$ cat src/rtl/instr_fetch_pkg.sv
// Shared constants for the instruction fetch unit: FSM encoding and default widths.
// INSTR_FETCH_TIMEOUT_EN (see instr_fetch.sv) enables the memory-timeout logic.
package instr_fetch_pkg;

  typedef logic [1:0] fetch_state_t;

  localparam logic [1:0] ST_IDLE = 2'd0;
  localparam logic [1:0] ST_BUSY = 2'd1;
  localparam logic [1:0] ST_FULL = 2'd2;

  localparam int DATA_W_DEF  = 16;
  localparam int ADDR_W_DEF  = 16;
  localparam int TIMEOUT_DEF = 15;

endpackage

$ cat src/rtl/fetch_timeout_ctr.sv
// Down-counter that flags a memory read exceeding TIMEOUT cycles in BUSY.
// Only instantiated when INSTR_FETCH_TIMEOUT_EN is defined.
module fetch_timeout_ctr #(
  parameter int TIMEOUT = 15
) (
  input  logic clock,
  input  logic reset,
  input  logic load,
  input  logic run,
  output logic expired
);

  localparam int CW = (TIMEOUT > 1) ? $clog2(TIMEOUT + 1) : 1;

  logic [CW-1:0] count;

  // Loaded with TIMEOUT-1 so terminal count lands on the TIMEOUT-th waiting cycle.
  always_ff @(posedge clock or posedge reset) begin
    if (reset) begin
      count <= '0;
    end else if (load) begin
      count <= CW'(TIMEOUT - 1);
    end else if (run && (count != '0)) begin
      count <= count - 1'b1;
    end
  end

  assign expired = run && (count == '0);

endmodule

$ cat src/rtl/instr_fetch.sv
// Instruction fetch unit: issues one memory read per fetch_start and holds the result in ir.
// Build option: define INSTR_FETCH_TIMEOUT_EN to abort reads that exceed TIMEOUT cycles.
//
// state | meaning
// IDLE  | no read outstanding, ir_valid=0
// BUSY  | read outstanding, mem_req=1
// FULL  | ir holds an unconsumed instruction
module instr_fetch
  import instr_fetch_pkg::*;
#(
  parameter int DATA_W  = DATA_W_DEF,
  parameter int ADDR_W  = ADDR_W_DEF,
  parameter int TIMEOUT = TIMEOUT_DEF
) (
  input  logic              clock,
  input  logic              reset,
  input  logic [ADDR_W-1:0] pc,
  input  logic              fetch_start,
  input  logic              flush,
  output logic              mem_req,
  output logic [ADDR_W-1:0] mem_addr,
  input  logic              mem_ack,
  input  logic [DATA_W-1:0] mem_rdata,
  output logic [DATA_W-1:0] ir,
  output logic              ir_valid,
  input  logic              ir_consume,
  output logic              busy,
  output logic              fetch_err
);

  fetch_state_t state;
  logic         fetch_go;
  logic         timeout;

  // A new read starts from IDLE, or from FULL when the held word is consumed.
  assign fetch_go = !flush && fetch_start &&
                    ((state == ST_IDLE) || ((state == ST_FULL) && ir_consume));

  always_ff @(posedge clock or posedge reset) begin
    if (reset) begin
      state    <= ST_IDLE;
      mem_addr <= '0;
      ir       <= '0;
    end else if (flush) begin
      state <= ST_IDLE;
    end else if (fetch_go) begin
      mem_addr <= pc;
      state    <= ST_BUSY;
    end else begin
      case (state)
        ST_IDLE: state <= ST_IDLE;
        ST_BUSY: begin
          if (mem_ack) begin
            ir    <= mem_rdata;
            state <= ST_FULL;
          end else if (timeout) begin
            state <= ST_IDLE;
          end
        end
        ST_FULL: begin
          if (ir_consume) state <= ST_IDLE;
        end
        default: state <= ST_IDLE;
      endcase
    end
  end

  assign mem_req  = (state == ST_BUSY);
  assign ir_valid = (state == ST_FULL);
  assign busy     = (state != ST_IDLE);

`ifdef INSTR_FETCH_TIMEOUT_EN
  fetch_timeout_ctr #(
    .TIMEOUT(TIMEOUT)
  ) u_timeout (
    .clock  (clock),
    .reset  (reset),
    .load   (fetch_go),
    .run    ((state == ST_BUSY) && !mem_ack && !flush),
    .expired(timeout)
  );

  always_ff @(posedge clock or posedge reset) begin
    if (reset) begin
      fetch_err <= 1'b0;
    end else if (timeout) begin
      fetch_err <= 1'b1;
    end
  end
`else
  assign timeout   = 1'b0;
  assign fetch_err = 1'b0;
`endif

endmodule
$ cat config.mk
export PLATFORM = sky130hd
export DESIGN_NAME = instr_fetch
export DESIGN_NICKNAME = d
export VERILOG_FILES = /design/src/rtl/instr_fetch_pkg.sv /design/src/rtl/fetch_timeout_ctr.sv /design/src/rtl/instr_fetch.sv
export SDC_FILE = /design/constraint.sdc
export NUM_CORES = 1
export LEC_CHECK = 0
export CORE_MARGIN = 3
export CORE_UTILIZATION = 35
export DETAILED_ROUTE_END_ITERATION = 16
export PLACE_DENSITY = 0.87
export SYNTH_ARGS = -nofsm -noshare
export SYNTH_HDL_FRONTEND = slang
export SYNTH_SLANG_ARGS = --single-unit
$ cat constraint.sdc
create_clock -name clock -period 1.4 [get_ports clock]
set_input_delay 0.28 -clock clock [delete_from_list [all_inputs] [get_ports clock]]
set_output_delay 0.28 -clock clock [all_outputs]
set_load 0.01 [all_outputs]
# Word-level counts from Yosys, hierarchy flattened
# Index checks and enable logic that the tools add are counted.
[op_classes] eq_ne=4 muxes=5 bitwise_logic=2 reduce_logical=10
[op_table] op="$mux W2" count=4
[op_table] op="$ne A4 B2 Y1 const B" count=2
[op_table] op="$pmux W2 S2" count=1
[op_table] op="$reduce_and A2 Y1" count=2
[op_table] op="$reduce_and A4 Y1" count=1
[op_table] op="$logic_and A1 B1 Y1" count=3
[op_table] op="$eq A2 B1 Y1 const B" count=1
[op_table] op="$eq A2 B2 Y1 const B" count=1
[op_table] op="$logic_not A2 Y1" count=1
[op_table] op="$not A1 Y1" count=2
[op_table] op="$reduce_bool A2 Y1" count=1
[op_table] op="$logic_not A1 Y1" count=1
[op_table] op="$logic_or A1 B1 Y1" count=1
[totals] regBits=34 in_bits=38 out_inout_bits=36 elab_cells=24

# Depth between registers and ports, before layout
[depth] ltp_word=6 ltp_mapped=5 ltp_nobuf=3

# Worst setup path before layout
# No wires, ideal clock.
[synth_path] path_kind="flip-flop to flip-flop" start="register state[0]" end="register ir[0]" setup_ps=125 t_arrival_ps=1305 t_required_ps=1275 slack_ps=-30 stages_incl_launch_ff=6 n_path_buf=2 period_less_slack_ps=1430 path_cell_list="dfrtp_1 nor2b_4 and3b_1 buf_6 buf_12 mux2_4"
[synth_via] word_cells_on_any_way=8 classes_between="eq/ne: 2; bitwise: 1; reduce/logical: 5"
[synth_lines] item="start, declared" line_no="instr_fetch.sv:31" source="fetch_state_t state;"
[synth_lines] item="start signal, assigned" line_no="instr_fetch.sv:41" source="state <= ST_IDLE;"
[synth_lines] item="start signal, assigned" line_no="instr_fetch.sv:45" source="state <= ST_IDLE;"
[synth_lines] item="start signal, assigned" line_no="instr_fetch.sv:48" source="state <= ST_BUSY;"
[synth_lines] item="$eq A2 B1 Y1"
[synth_lines] item="named net mem_req" line_no="instr_fetch.sv:20" source="output logic mem_req,"
[synth_lines] item="$reduce_and A4 Y1 (no line)"
[synth_lines] item="end signal, assigned" line_no="instr_fetch.sv:54" source="ir <= mem_rdata;"
[synth_lines] item="end, declared" line_no="instr_fetch.sv:24" source="output logic [DATA_W-1:0] ir,"
# The timed path passes the listed nets, and every way through them passes these cells.
# A chain may end at the register's enable or synchronous reset.

# Final worst setup path
[layout_path] start="register state[1]" end="register ir[8]"
[layout_via] elab_chain_cells=6 word_cells_on_any_way=8 classes_between="eq/ne: 2; bitwise: 1; reduce/logical: 5"
[layout_rtl] item="$eq A2 B2 Y1" line_no="instr_fetch.sv:37" source="((state == ST_IDLE) || ((state == ST_FULL) && ir_consume));"
[layout_rtl] item="$logic_and A1 B1 Y1" line_no="instr_fetch.sv:37"
[layout_rtl] item="$logic_or A1 B1 Y1" line_no="instr_fetch.sv:37"
[layout_rtl] item="$logic_and A1 B1 Y1" line_no="instr_fetch.sv:36" source="assign fetch_go = !flush && fetch_start &&"
[layout_rtl] item="$not A1 Y1 (no line)"
[layout_rtl] item="$reduce_and A4 Y1 (no line) *"
# Every way passes the cells marked *; elsewhere a longest branch is shown, timed or not.

==> flow_summary_export.csv <==
group,metric,value,unit
setup_path,cp_max_fo,8,
timing,hold_slack,0.362,ns
logic_synthesis,synthCells,83,
run,cap_violations,0,
power,p_per_area,1290,nW/µm²
floorplan,num_rows,22,
final_layout,final_util,62.6,%
logic_synthesis,syn_avg_cell_area,16.7,µm²
timing,fin_crit,1.49,ns
run_status,outcome,"finished with violations",
power,p_switching,0.823,mW
global_route,gr-usage-all-layers,15.6,%
floorplan,design.core.area,3740,µm²
global_route,grt_pass1_wl,5180,µm
setup_path,slowest_stage,"dfrtp_2",
logic_synthesis,syn_nets,121,
final_layout,final_cell_mix,"37 x clkdlybuf4s50_1, 33 x dfrtp_1, 32 x dlygate4sd2_1",
timing,final-hold-violation-count,0,
place,dp_hpwl,2560,µm
power,irDropWorstVdd,0.542,mV
global_route,grt_pass1_vias,1029,
cts,clock_path_buffers,2,
power,p_comb_share,33.6,%
setup_path,crit_type,"reg2reg",
power,switching_share,27.3,%
final_layout,drive_gt1_share,35.3,%
floorplan,io_pins,74,
setup_path,required,1.56,ns
drt,drc,0,
cts,clkLatencyLatePin,0.27,ns
final_layout,fin_cells,218,
run_status,violations,"negative setup slack",
cts,cts_sinks,34,
drt,drtPass1Iterations,4,
timing,rsz0062_at_grt,"true",
drt,routed_via_density,4.60,
logic_synthesis,synth_area,1380,µm²
floorplan,die_w,68.9,µm
timing,clock_skew,0.00431,ns
place,gp_congestion,0.594,
final_layout,area_delta_synth_final,69.5,%
setup_path,crit_arrival,1.65,ns
floorplan,die_h,68.9,µm
floorplan,die_area,4740,µm²
drt,ant_nets,0,
final_layout,fin_nets,208,
drt,drt_wl_total,3670,µm
logic_synthesis,yosys.area.top_type,"dfrtp_1",
timing,post-route-period-util,107,%
floorplan,start_util,36.9,%
final_layout,mostFrequentLayoutCell,"clkdlybuf4s50_1",
setup_path,slowest_delay,0.42,ns
setup_path,crit_path_cell_trace,"buf_6, nor2b_4, and3b_2, buf_8, mux2_4",
cts,path_clk_slew,0.06,ns
setup_path,reg2regPathDepth,5,
power,p_leak,1.10,nW
cts,hold_buffers,0,
power,internal-power,2.20,mW
timing,setup_ws,-0.0940,ns
timing,slew_viol_final,0,
drt,drt-initial-drc-count,36,
logic_synthesis,yosysUniqueCellTypes,17,
setup_path,critPathLaunchType,"register",
final_layout,antennaDiodeCount,0,
cts,h-tree-depth,2,
power,clockPowerShare,21.5,%
timing,finalSetupViolations,26,
drt,vias,1003,
setup_path,worst_setup_path_end_kind,"register",
global_route,grt_overflow_total,0,
global_route,grt_max_degree,35,
logic_synthesis,yosysTopAreaCellShare,61.5,%
global_route,antenna_found_initial,0,
logic_synthesis,yosys_warnings,0,
logic_synthesis,ys_seq_elements,34,
drt,wire_per_inst,16.8,µm
timing,setup_tns,-1.37,ns
place,port_buffers,72,
logic_synthesis,ys_seq_area_share,61.5,%
cts,clock-root-buffer,"clkbuf_8",
min_path,hold_class,"in2async",
logic_synthesis,synth_area_leaders,"dfrtp_1 62%, mux2_2 18%, mux2_4 11%, buf_12 1.4%, buf_4 1.1%",
timing,max_freq,0.669,GHz
place,dp_cells,205,
power,seqPwrFrac,44.9,%
cts,cts_made_buffers,5,
cts,cts_tree,"built",
-- power by group through the flow --
stage	Clock, mW	Combinational, mW	Sequential (mW)
2_1_floorplan	0	0.330	1.48
3_3_place_gp	0	1.10	1.35
3_5_place_dp	0	1.13	1.38
4_1_cts	0.675	1.02	1.35
5_1_grt	0.723	1.09	1.38
6_report	0.650	1.01	1.36
-- critical path: cells and delay by family (launching register included) --
kind                   cells  cell delay, ns
buffers and inverters      2            0.29
flip-flops                 1            0.42
AND/OR/NAND/NOR            2            0.36
multiplexers               1            0.31
-- metrics by stage --
stage,instance area (µm²),worst slack [ns],total power [mW]
6_report,2340,-0.0940,3.02
3_5_place_dp,2200,-0.283,2.51
5_1_grt,2340,-0.129,3.20
4_1_cts,2360,-0.140,3.05
2_1_floorplan,1380,-0.0267,1.81
3_3_place_gp,2200,-0.207,2.45
-- logic make-up after synthesis --
| group | synth area share, % |
|---|---|
| compound gates | 1.27 |
| buf+inv | 3.89 |
| flops | 61.5 |
| mux | 28.8 |
| other cells | 0.271 |
| simple gates | 4.25 |
-- cell usage after synthesis (all sizes together) --
master,count
and3b,1
nand3,1
inv,2
nand2b,1
buf,4
nor2,2
or2,1
dfrtp,34
conb,1
a2bb2oi,1
nor2b,2
mux2,32
o41ai,1
-- area by class of cell --
cell class	instances	area (µm²)
clock buffer	5	68.8
clock inverter	2	10.0
fill	277	1400
inverter	2	7.51
multi-input combinational	43	517
sequential	34	852
tap	48	60.1
timing repair buffer	84	828
-- metal layers --
metal / vias up / wire (µm) / track usage [%]
li1: 460 / - / -
met1: 490 / 1340 / 16.1
met2: 49 / 1930 / 29.0
met3: 4 / 364 / 5.19
met4: 0 / 31 / 5.84
met5: - / 0 / 0
-- registers in the layout (all words and copies together), names as in the netlist --
register,cells
ir,16
mem_addr,16
state,2
-- timing repair --
action | 4_1_cts | 5_1_grt
gates cloned | 1 | 1
pin swaps | 2 | 1
gates resized for setup | 52 | 6
setup endpoints to repair | 51 | 35
buffers inserted | 5 | 1
-- worst paths after layout --
| kind | start | end | slack, ns |
|---|---|---|---|
| setup / recovery | state[1] | ir[8] | -0.09 |
| hold / removal | reset | ir[0] | 0.36 |
| setup reg to reg | state[1] | ir[8] | -0.09 |
| hold reg to reg | mem_addr[2] | mem_addr[2] | 0.51 |
| max in group asynchronous | reset | state[1] | 0.86 |
| min in group clock | mem_addr[2] | mem_addr[2] | 0.51 |
Note: power is estimated with default switching activity, not from simulation.
